$ cat config.mk
export PLATFORM = sky130hd
export DESIGN_NAME = z80_io_bus_front
export DESIGN_NICKNAME = d
export VERILOG_FILES = /design/src/rtl/z80_io_bus_front.sv
export SDC_FILE = /design/constraint.sdc
export NUM_CORES = 1
export LEC_CHECK = 0
export ABC_AREA = 1
export CAP_MARGIN = 20
export CORE_MARGIN = 3
export CORE_UTILIZATION = 35
export CTS_CLUSTER_SIZE = 40
export DETAILED_ROUTE_END_ITERATION = 8
export GPL_TIMING_DRIVEN = 0
export RECOVER_POWER = 100
export SLEW_MARGIN = 20
export SYNTH_ARGS = -nofsm -noshare
export SYNTH_HDL_FRONTEND = slang
export SYNTH_SLANG_ARGS = --single-unit
$ cat constraint.sdc
create_clock -name clk -period 1.7 [get_ports clk]
set_input_delay 0.255 -clock clk [delete_from_list [all_inputs] [get_ports clk]]
set_output_delay 0.255 -clock clk [all_outputs]
set_load 0.01 [all_outputs]
$ cat src/rtl/z80_io_bus_front.sv
// ============================================================================
// Module      : z80_io_bus_front
// Description : Z80 I/O bus front end. Synchronises the asynchronous Z80
//               pins, filters glitches, qualifies I/O read/write cycles for
//               one address window, and emits single-cycle strobes to the
//               downstream register logic. Read data is driven back onto the
//               Z80 data bus until the CPU ends the cycle.
//               Optional macro Z80_IO_WAIT_EN: drives z80_wait_n low while a
//               read is outstanding and around each write strobe.
// Revision    : 1.0 - initial release
// ============================================================================
`default_nettype none

module z80_io_bus_front #(
    parameter int          SYNC_STAGES   = 2,
    parameter int          FILTER_CYCLES = 3,
    parameter logic [15:0] ADDR_BASE     = 16'd12345,
    parameter logic [15:0] ADDR_MASK     = 16'hFFFF,
    parameter int          RD_TIMEOUT    = 32
) (
    input  logic        clk,
    input  logic        rst_n,
    input  logic [15:0] z80_a,
    input  logic [7:0]  z80_d_in,
    output logic [7:0]  z80_d_out,
    output logic        z80_d_oe,
    input  logic        z80_rd,
    input  logic        z80_wr,
    input  logic        z80_m1,
    input  logic        z80_iorq,
    input  logic        z80_mreq,
    output logic        z80_wait_n,
    output logic [15:0] io_addr,
    output logic [7:0]  io_wdata,
    output logic        io_wr_stb,
    output logic        io_rd_stb,
    input  logic [7:0]  io_rdata,
    input  logic        io_rd_ack
);

    // Pin bundle layout: {a[15:0], d[7:0], rd, wr, m1, iorq, mreq}
    localparam int          c_PW       = 29;
    localparam logic [28:0] c_PIN_IDLE = {16'h0000, 8'h00, 5'b11111};
    localparam int          c_TW       = $clog2(RD_TIMEOUT + 1);

    typedef enum logic [2:0] {
        S_IDLE    = 3'd0,
        S_QUALIFY = 3'd1,
        S_RD_WAIT = 3'd2,
        S_HOLD    = 3'd3,
        S_RELEASE = 3'd4
    } state_t;

    logic [c_PW-1:0]                   w_pins;
    logic [SYNC_STAGES-1:0][c_PW-1:0]  r_sync;
    logic [c_PW-1:0]                   w_s;
    logic [15:0]                       s_a;
    logic [7:0]                        s_d;
    logic                              s_rd, s_wr, s_m1, s_iorq, s_mreq;
    logic                              w_match, w_same;

    state_t          r_state, w_state_nx;
    logic [3:0]      r_fcnt, w_fcnt_nx;
    logic [4:0]      w_fcnt_inc;
    logic            r_kind_rd, w_kind_nx;
    logic [15:0]     r_qaddr, w_qaddr_nx;
    logic [c_TW-1:0] r_tcnt, w_tcnt_nx;
    logic [7:0]      r_d_out, w_d_out_nx;
    logic            r_d_oe, w_d_oe_nx;
    logic [15:0]     r_io_addr, w_addr_nx;
    logic [7:0]      r_io_wdata, w_wdata_nx;
    logic            r_wr_stb, w_wr_stb_nx;
    logic            r_rd_stb, w_rd_stb_nx;

    assign w_pins = {z80_a, z80_d_in, z80_rd, z80_wr, z80_m1, z80_iorq, z80_mreq};

    // Synchroniser chain shared by every pin so address, data and control stay aligned
    always_ff @(posedge clk or negedge rst_n) begin
        if (!rst_n) begin
            r_sync <= {SYNC_STAGES{c_PIN_IDLE}};
        end else begin
            r_sync <= {r_sync[SYNC_STAGES-2:0], w_pins};
        end
    end

    assign w_s    = r_sync[SYNC_STAGES-1];
    assign s_a    = w_s[28:13];
    assign s_d    = w_s[12:5];
    assign s_rd   = w_s[4];
    assign s_wr   = w_s[3];
    assign s_m1   = w_s[2];
    assign s_iorq = w_s[1];
    assign s_mreq = w_s[0];

    // I/O cycle to our window: excludes interrupt acknowledge and rd+wr together
    assign w_match = !s_iorq && s_mreq && s_m1 && (s_rd ^ s_wr) &&
                     ((s_a & ADDR_MASK) == (ADDR_BASE & ADDR_MASK));
    assign w_same  = w_match && ((!s_rd) == r_kind_rd) && (s_a == r_qaddr);

    // Next-state and next-output decode for the bus-cycle FSM
    always_comb begin
        w_state_nx  = r_state;
        w_fcnt_nx   = r_fcnt;
        w_kind_nx   = r_kind_rd;
        w_qaddr_nx  = r_qaddr;
        w_tcnt_nx   = r_tcnt;
        w_d_out_nx  = r_d_out;
        w_d_oe_nx   = r_d_oe;
        w_addr_nx   = r_io_addr;
        w_wdata_nx  = r_io_wdata;
        w_wr_stb_nx = 1'b0;
        w_rd_stb_nx = 1'b0;
        w_fcnt_inc  = {1'b0, r_fcnt} + 5'd1;

        case (r_state)
            S_IDLE: begin
                if (w_match) begin
                    w_fcnt_nx  = 4'd1;
                    w_kind_nx  = !s_rd;
                    w_qaddr_nx = s_a;
                    w_state_nx = S_QUALIFY;
                end
            end
            S_QUALIFY: begin
                if (w_same) begin
                    if (w_fcnt_inc >= 5'(FILTER_CYCLES)) begin
                        w_fcnt_nx = 4'd0;
                        w_addr_nx = s_a;
                        if (r_kind_rd) begin
                            w_rd_stb_nx = 1'b1;
                            w_d_oe_nx   = 1'b1;
                            w_tcnt_nx   = '0;
                            w_state_nx  = S_RD_WAIT;
                        end else begin
                            w_wdata_nx  = s_d;
                            w_wr_stb_nx = 1'b1;
                            w_state_nx  = S_RELEASE;
                        end
                    end else begin
                        w_fcnt_nx = w_fcnt_inc[3:0];
                    end
                end else begin
                    w_fcnt_nx  = 4'd0;
                    w_state_nx = S_IDLE;
                end
            end
            S_RD_WAIT: begin
                // CPU abandoning the cycle wins over any ack arriving now
                if (s_rd || s_iorq) begin
                    w_d_oe_nx  = 1'b0;
                    w_state_nx = S_RELEASE;
                end else if (io_rd_ack) begin
                    w_d_out_nx = io_rdata;
                    w_state_nx = S_HOLD;
                end else if (r_tcnt == c_TW'(RD_TIMEOUT)) begin
                    w_d_out_nx = 8'hFF;
                    w_state_nx = S_HOLD;
                end else begin
                    w_tcnt_nx = r_tcnt + c_TW'(1);
                end
            end
            S_HOLD: begin
                if (s_rd || s_iorq) begin
                    w_d_oe_nx  = 1'b0;
                    w_state_nx = S_RELEASE;
                end
            end
            S_RELEASE: begin
                // One strobe per bus cycle: wait for the bus to go fully idle
                if (s_rd && s_wr && s_iorq) begin
                    w_state_nx = S_IDLE;
                end
            end
            default: begin
                w_state_nx = S_IDLE;
            end
        endcase
    end

    // FSM state and registered outputs
    always_ff @(posedge clk or negedge rst_n) begin
        if (!rst_n) begin
            r_state    <= S_IDLE;
            r_fcnt     <= 4'd0;
            r_kind_rd  <= 1'b0;
            r_qaddr    <= 16'h0000;
            r_tcnt     <= '0;
            r_d_out    <= 8'h00;
            r_d_oe     <= 1'b0;
            r_io_addr  <= 16'h0000;
            r_io_wdata <= 8'h00;
            r_wr_stb   <= 1'b0;
            r_rd_stb   <= 1'b0;
        end else begin
            r_state    <= w_state_nx;
            r_fcnt     <= w_fcnt_nx;
            r_kind_rd  <= w_kind_nx;
            r_qaddr    <= w_qaddr_nx;
            r_tcnt     <= w_tcnt_nx;
            r_d_out    <= w_d_out_nx;
            r_d_oe     <= w_d_oe_nx;
            r_io_addr  <= w_addr_nx;
            r_io_wdata <= w_wdata_nx;
            r_wr_stb   <= w_wr_stb_nx;
            r_rd_stb   <= w_rd_stb_nx;
        end
    end

`ifdef Z80_IO_WAIT_EN
    logic r_wait_n, w_wait_n_nx;

    // WAIT low while a read is outstanding, and for the write strobe cycle plus one
    always_comb begin
        w_wait_n_nx = 1'b1;
        if (w_wr_stb_nx || r_wr_stb) begin
            w_wait_n_nx = 1'b0;
        end
        if (w_state_nx == S_RD_WAIT) begin
            w_wait_n_nx = 1'b0;
        end
    end

    // WAIT register, released on reset
    always_ff @(posedge clk or negedge rst_n) begin
        if (!rst_n) begin
            r_wait_n <= 1'b1;
        end else begin
            r_wait_n <= w_wait_n_nx;
        end
    end

    assign z80_wait_n = r_wait_n;
`else
    assign z80_wait_n = 1'b1;
`endif

    assign z80_d_out = r_d_out;
    assign z80_d_oe  = r_d_oe;
    assign io_addr   = r_io_addr;
    assign io_wdata  = r_io_wdata;
    assign io_wr_stb = r_wr_stb;
    assign io_rd_stb = r_rd_stb;

endmodule

`default_nettype wire

==> metrics.csv, run 1 <==
metric,value,unit
run status,"complete, but fails checks",
failing checks,setup timing,
Crit. End Element,flop,
syn avg cell area,9.44,um^2
diode count,0,
largest family of logic cells by synthesized area,simple AND/OR/NAND/NOR gates,
largest stage delay on the critical path,570,ps
Longest Clk Path Bufs,2,
"commonest non-fill, non-tap cells in the layout","nand2_1, dfrtp_1, inv_1, nor2_1, dlygate4sd3_1",
vias per cell,4.31,
Setup-failing EPs final,38,
num ports,76,
Syn Std Cell Area,4930,um^2
Final Hold Vio Count,0,
Layout Area Growth over Synthesis,41.0,%
drt pass-1 iters,4,
Max Fclk,566,MHz
average wire per standard cell,11.7,um
CP Max Fanout,5,
crit start category,flop,
Reg power frac,39.1,%
root buf cell,clkbuf_16,
Worst Path Required,2000,ps
vias,3579,
placed cell area,5920,um^2
port bufs,74,
DRC,0,
"EDFF count, synth",0,
unrepaired setup endpoints after global routing,true,
Simple-Gate Fraction of Synth Area,25.3,%
MaxCap Viol Count,0,
Final GP Congestion,0.847,
clock sinks,123,
crit path max-delay cell type,dfstp_2,
multiplexer share of the synthesized area,0,%
family with the most delay on the worst path,simple AND/OR/NAND/NOR gates,
xor/xnor cell area share of the yosys netlist,1.07,%
clock power share,46.0,%
pwr/cell area,1150,nW/um^2
worst path arrival time,2070,ps
top-area cell type share of the netlist area,57.4,%
gr ovfl total,0,
Post-Synth Adder-Cell Area,1.27,%
core area,13500,um^2
H-Tree Depth,4,
VDD IR max,0.733,mV
CP Cell Sequence,ha_4 > nand2_1 > nor2_1 > nand3_2 > nor2_4 > nand4_1 > nand2_2 > inv_2 > nand2_1 > nand2_1,
relative slew slack,30.8,%
final non-filler cell area,6950,um^2
WP buf/inv,1,
worst-skew pair later-pin latency,410,ps
register area share after synthesis,62.7,%
Worst Hold Class,reg -> reg,
clk slew on worst S/H paths,50,ps
internal power,5.97,mW
fin crit period,1770,ps
Worst Hold Depth,0,
cell taking the most area after synthesis,dfrtp_1,
Yosys reg bits,123,
DR iter-0 viols,134,
Power Total,7.96,mW
Combinational Power Share,14.9,%
Synth Flop Type,dfrtp_1,
Setup Crit Path Kind,reg -> reg,
DIE AREA,15500,um^2
Crit path top cell by count,nand2_1,
worst r2r path cells,10,
syn nets,567,
Net Sw Frac,25.1,%
Total Nets Final,686,
Pins Over Slew Limit,0,
"commonest non-fill, non-tap cell in the layout",nand2_1,
Area contributors post-synth,"dfrtp_1, nand2_1, inv_1, dfstp_2, nor2_1",
cell leakage power,3.47,nW
Placement Rows,42,
Starting Density,36.5,%
synth unique cells,34,
vias in the first global route,3635,
WL final,9.72,mm
Post-DRT Antenna Nets,0,
final worst path period share,104,%
Post-Synthesis Cells,522,
Die Wd,125,um
Worst Skew,14.3,ps
initial antenna violation count,0,
Total GRT Usage,13.3,%
Slew @ Worst Pin,1040,ps
die height,125,um
Levels on crit path,10,
share of cells above drive strength 1,22.2,%
Psw,2.00,mW
cts bufs inserted,17,
YS warnings,0,
"FFs w/ async S/R, synth",100,%
largest net degree at the start of global routing,84,
Synth Area in Compound Gates,2.79,%
first-pass GRT wire length,16.7,mm
"crit path setup slack, layout",-67.1,ps
TritonCTS clock tree,done,
DP HPWL,6.72,mm
==> power by group through the flow <==
stage               clock network (mW)  logic, mW  registers, mW
detailed placement                   0      0.826           3.16
finish                            3.66       1.19           3.11
global placement                     0      0.797           3.16
floorplan                            0      0.524           3.15
global route                      3.89       1.31           3.12
CTS                               3.75       1.10           3.11
==> final timing paths <==
kind,endpoint,slack [ps],start
min in group asynchronous,r_sync[19],560,rst_n
setup / recovery,r_state[2],-70,w_s[4]
max in group asynchronous,w_s[2],160,rst_n
hold / removal,w_s[13],340,r_sync[13]
setup reg to reg,r_state[2],-70,w_s[4]
hold reg to reg,w_s[13],340,r_sync[13]
==> logic make-up after synthesis <==
group	after synthesis
xor+xnor	6
buf+inv	83
flops	123
simple gates	283
compound gates	21
fa+ha+maj	5
other cells	1
==> cell usage after synthesis (all sizes together) (2+ instances only) <==
master  number
nor2        78
ha           5
buf          5
a21oi        7
nand4       10
xnor2        3
nand3       27
xor2         3
inv         76
o21ai       12
dfstp       10
nor3         2
nand2      164
dfrtp      113
==> metal layers <==
metal	vias up	wire length, um	track usage (%)
met5	-	0	0
met4	0	238	6.13
met3	22	422	4.37
met2	82	4720	21.2
met1	1648	4340	16.4
li1	1827	-	-
==> sequential cells by signal (all words and copies together) (netlist names), 3 cells and up <==
name and flops:
r_sync 29, z80_d_out 8, r_fcnt 4, r_state 3
r_tcnt 6, r_qaddr 16, w_s 29, io_addr 16
io_wdata 8
==> worst register-to-register path: stages (launching register included) <==
cell and delay, ps:
dfstp_2 570, ha_4 140, nand2_1 40, nor2_1 130, nand3_2 130, nor2_4 180
nand4_1 190, nand2_2 140, inv_2 40, nand2_1 50, nand2_1 50
==> what timing repair did <==
action,4_1_cts,5_1_grt
gates resized for setup,33,36
cloned,1,1
pin swaps,19,17
hold endpoints to repair,40,0
hold buffers,1,0
setup buffers,16,7
setup endpoints to repair,45,56
==> area by class of cell <==
class,instances,area (um^2)
inverter,77,292
multi-input combinational,316,1660
tap,176,220
sequential,123,3090
fill,1196,6560
clock buffer,19,453
clock inverter,13,166
buffer,5,52.6
timing repair buffer,101,1010
==> through the flow <==
stage                     setup TNS (ps)  worst slack (ps)  instances  hold slack (ps)  util, %
final                              -1150             -67.1        830              343     51.4
after global routing              -10090              -193        830              350     51.4
after CTS                          -1430             -95.0        822              227     50.5
after detailed placement           -6850              -245        773              197     43.8
after global placement           -504860             -4190        772              333     43.6
after floorplan                        0              46.2        522            -40.6        -
Power figures use the tool's default switching activity.
==> inputs of run 2 (changes only) <==
- CORE_ASPECT_RATIO: unset -> 1.4
- clock period: 1.7 -> 2.1 ns (I/O delays scaled with it)
==> metrics.csv, run 2 (same netlist as run 1, synthesis figures left out) <==
metric,value,unit
cell leakage power,3.40,nW
crit start category,flop,
worst path arrival time,2220,ps
average wire per standard cell,11.6,um
Final Hold Vio Count,0,
"commonest non-fill, non-tap cell in the layout",nand2_1,
Setup Crit Path Kind,reg -> reg,
vias in the first global route,3570,
critical register-to-register path endpoint,r_tcnt[5],
placed cell area,5920,um^2
initial antenna violation count,0,
first-pass GRT wire length,16.7,mm
Placement Rows,50,
port bufs,74,
post-route setup TNS,0,ps
relative slew slack,33.2,%
fin cells,810,
vias,3504,
Setup-failing EPs final,0,
Max Fclk,519,MHz
largest net degree at the start of global routing,84,
DR iter-0 viols,131,
Total Nets Final,661,
Worst Hold Depth,0,
Hold Path End,w_s[12],
Post-DRT Antenna Nets,0,
Post-Place Cells,779,
drt pass-1 iters,4,
WL final,9.41,mm
num ports,76,
H-Tree Depth,4,
post-CTS setup buffers,0,
root buf cell,clkbuf_16,
cts bufs inserted,17,
gr ovfl total,0,
DRC,0,
FF-to-FF setup slack,170,ps
DIE AREA,15600,um^2
Starting Density,36.3,%
VDD IR max,0.527,mV
Power Total,6.11,mW
MaxCap Viol Count,0,
final worst path period share,91.8,%
TritonCTS clock tree,done,
unrepaired setup endpoints after global routing,false,
reg-to-reg startpoint,w_s[4],
run status,"finished, final reports clean",
Fin Hold WS,345,ps
core area,13600,um^2
Hold Startpoint,r_sync[12],
vias per cell,4.33,
Final GP Congestion,0.864,
die height,146,um
Resize count post-CTS,0,
worst-skew pair later-pin latency,410,ps
Worst Skew,6.17,ps
worst r2r path cells,10,
fin crit period,1930,ps
CP Max Fanout,6,
Total GRT Usage,13.5,%
Crit. End Element,flop,
diode count,0,
clock sinks,123,
"commonest non-fill, non-tap cells in the layout","nand2_1, dfrtp_1, inv_1, nor2_1, dlygate4sd3_1",
Pins Over Slew Limit,0,
Die Wd,106,um
pwr/cell area,937,nW/um^2
final non-filler cell area,6520,um^2
Worst Path Required,2390,ps
Longest Clk Path Bufs,2,
Layout Area Growth over Synthesis,32.4,%
DP HPWL,6.87,mm
share of cells above drive strength 1,11.0,%
clk slew on worst S/H paths,50,ps
Slew @ Worst Pin,1000,ps
Worst Hold Class,reg -> reg,
run 2: cell types whose count changed in the layout (fill, tap and decap cells not counted), moves of 10 or more:
| cell | previous run | this run |
|---|---|---|
| nand2_1 | 136 | 159 |
| clkdlybuf4s50_1 | 30 | 9 |
| dlygate4sd3_1 | 44 | 65 |
| nand2_2 | 24 | 4 |
| buf_4 | 16 | 1 |
| buf_6 | 12 | 2 |
run 2: per-layer routing:
layer / GRT usage [%] / wire (um)
met5: 0 / 0
met1: 15.8 / 3810
met3: 3.94 / 394
met2: 22.8 / 4980
met4: 6.42 / 223
run 2: worst max-delay path by stage:
stage,end,from,cells past startpoint,slack [ps]
6_report,r_tcnt[5],w_s[4],10,170
5_1_grt,r_tcnt[2],w_s[4],10,4
4_1_cts,io_addr[4],r_fcnt[0],10,130
3_5_place_dp,z80_d_out[7],io_rd_ack,6,90
3_3_place_gp,io_addr[13],rst_n,1,-3850
2_1_floorplan,io_addr[0],r_fcnt[0],10,450
run 2: layout make-up:
cell class	instances	area, um^2
timing repair buffer	76	773
clock inverter	9	136
fill	1300	7050
clock buffer	22	474
multi-input combinational	316	1490
tap	182	228
inverter	77	289
buffer	5	38.8
sequential	123	3090
run 2: power breakdown:
group	switching [mW]	internal, mW	leakage, nW	total [mW]
combinational	0.415	0.226	1.54	0.640
sequential	0.0480	2.47	1.57	2.52
clock	0.998	1.96	0.293	2.96
total	1.46	4.65	3.40	6.11
run 2: through the flow:
step	worst slack, ps	utilization (%)
6_report	171	48.1
5_1_grt	3.98	48.1
4_1_cts	133	48.2
3_5_place_dp	90.9	43.6
3_3_place_gp	-3850	43.4
2_1_floorplan	446	-
run 2: critical path: stages (launching register included):
cell and delay (ps):
dfstp_2 580, ha_1 150, nand2_1 60, nor2_1 120, nand3_2 120, nor2_2 250, nand3_1 140, nand2_2 140
nand2_2 120, nand2_1 80, nand2_1 60
run 2: repair_timing:
item,in CTS,in global routing
hold buffers,1,0
endpoints found under the setup margin,0,5
hold endpoints to repair,40,0
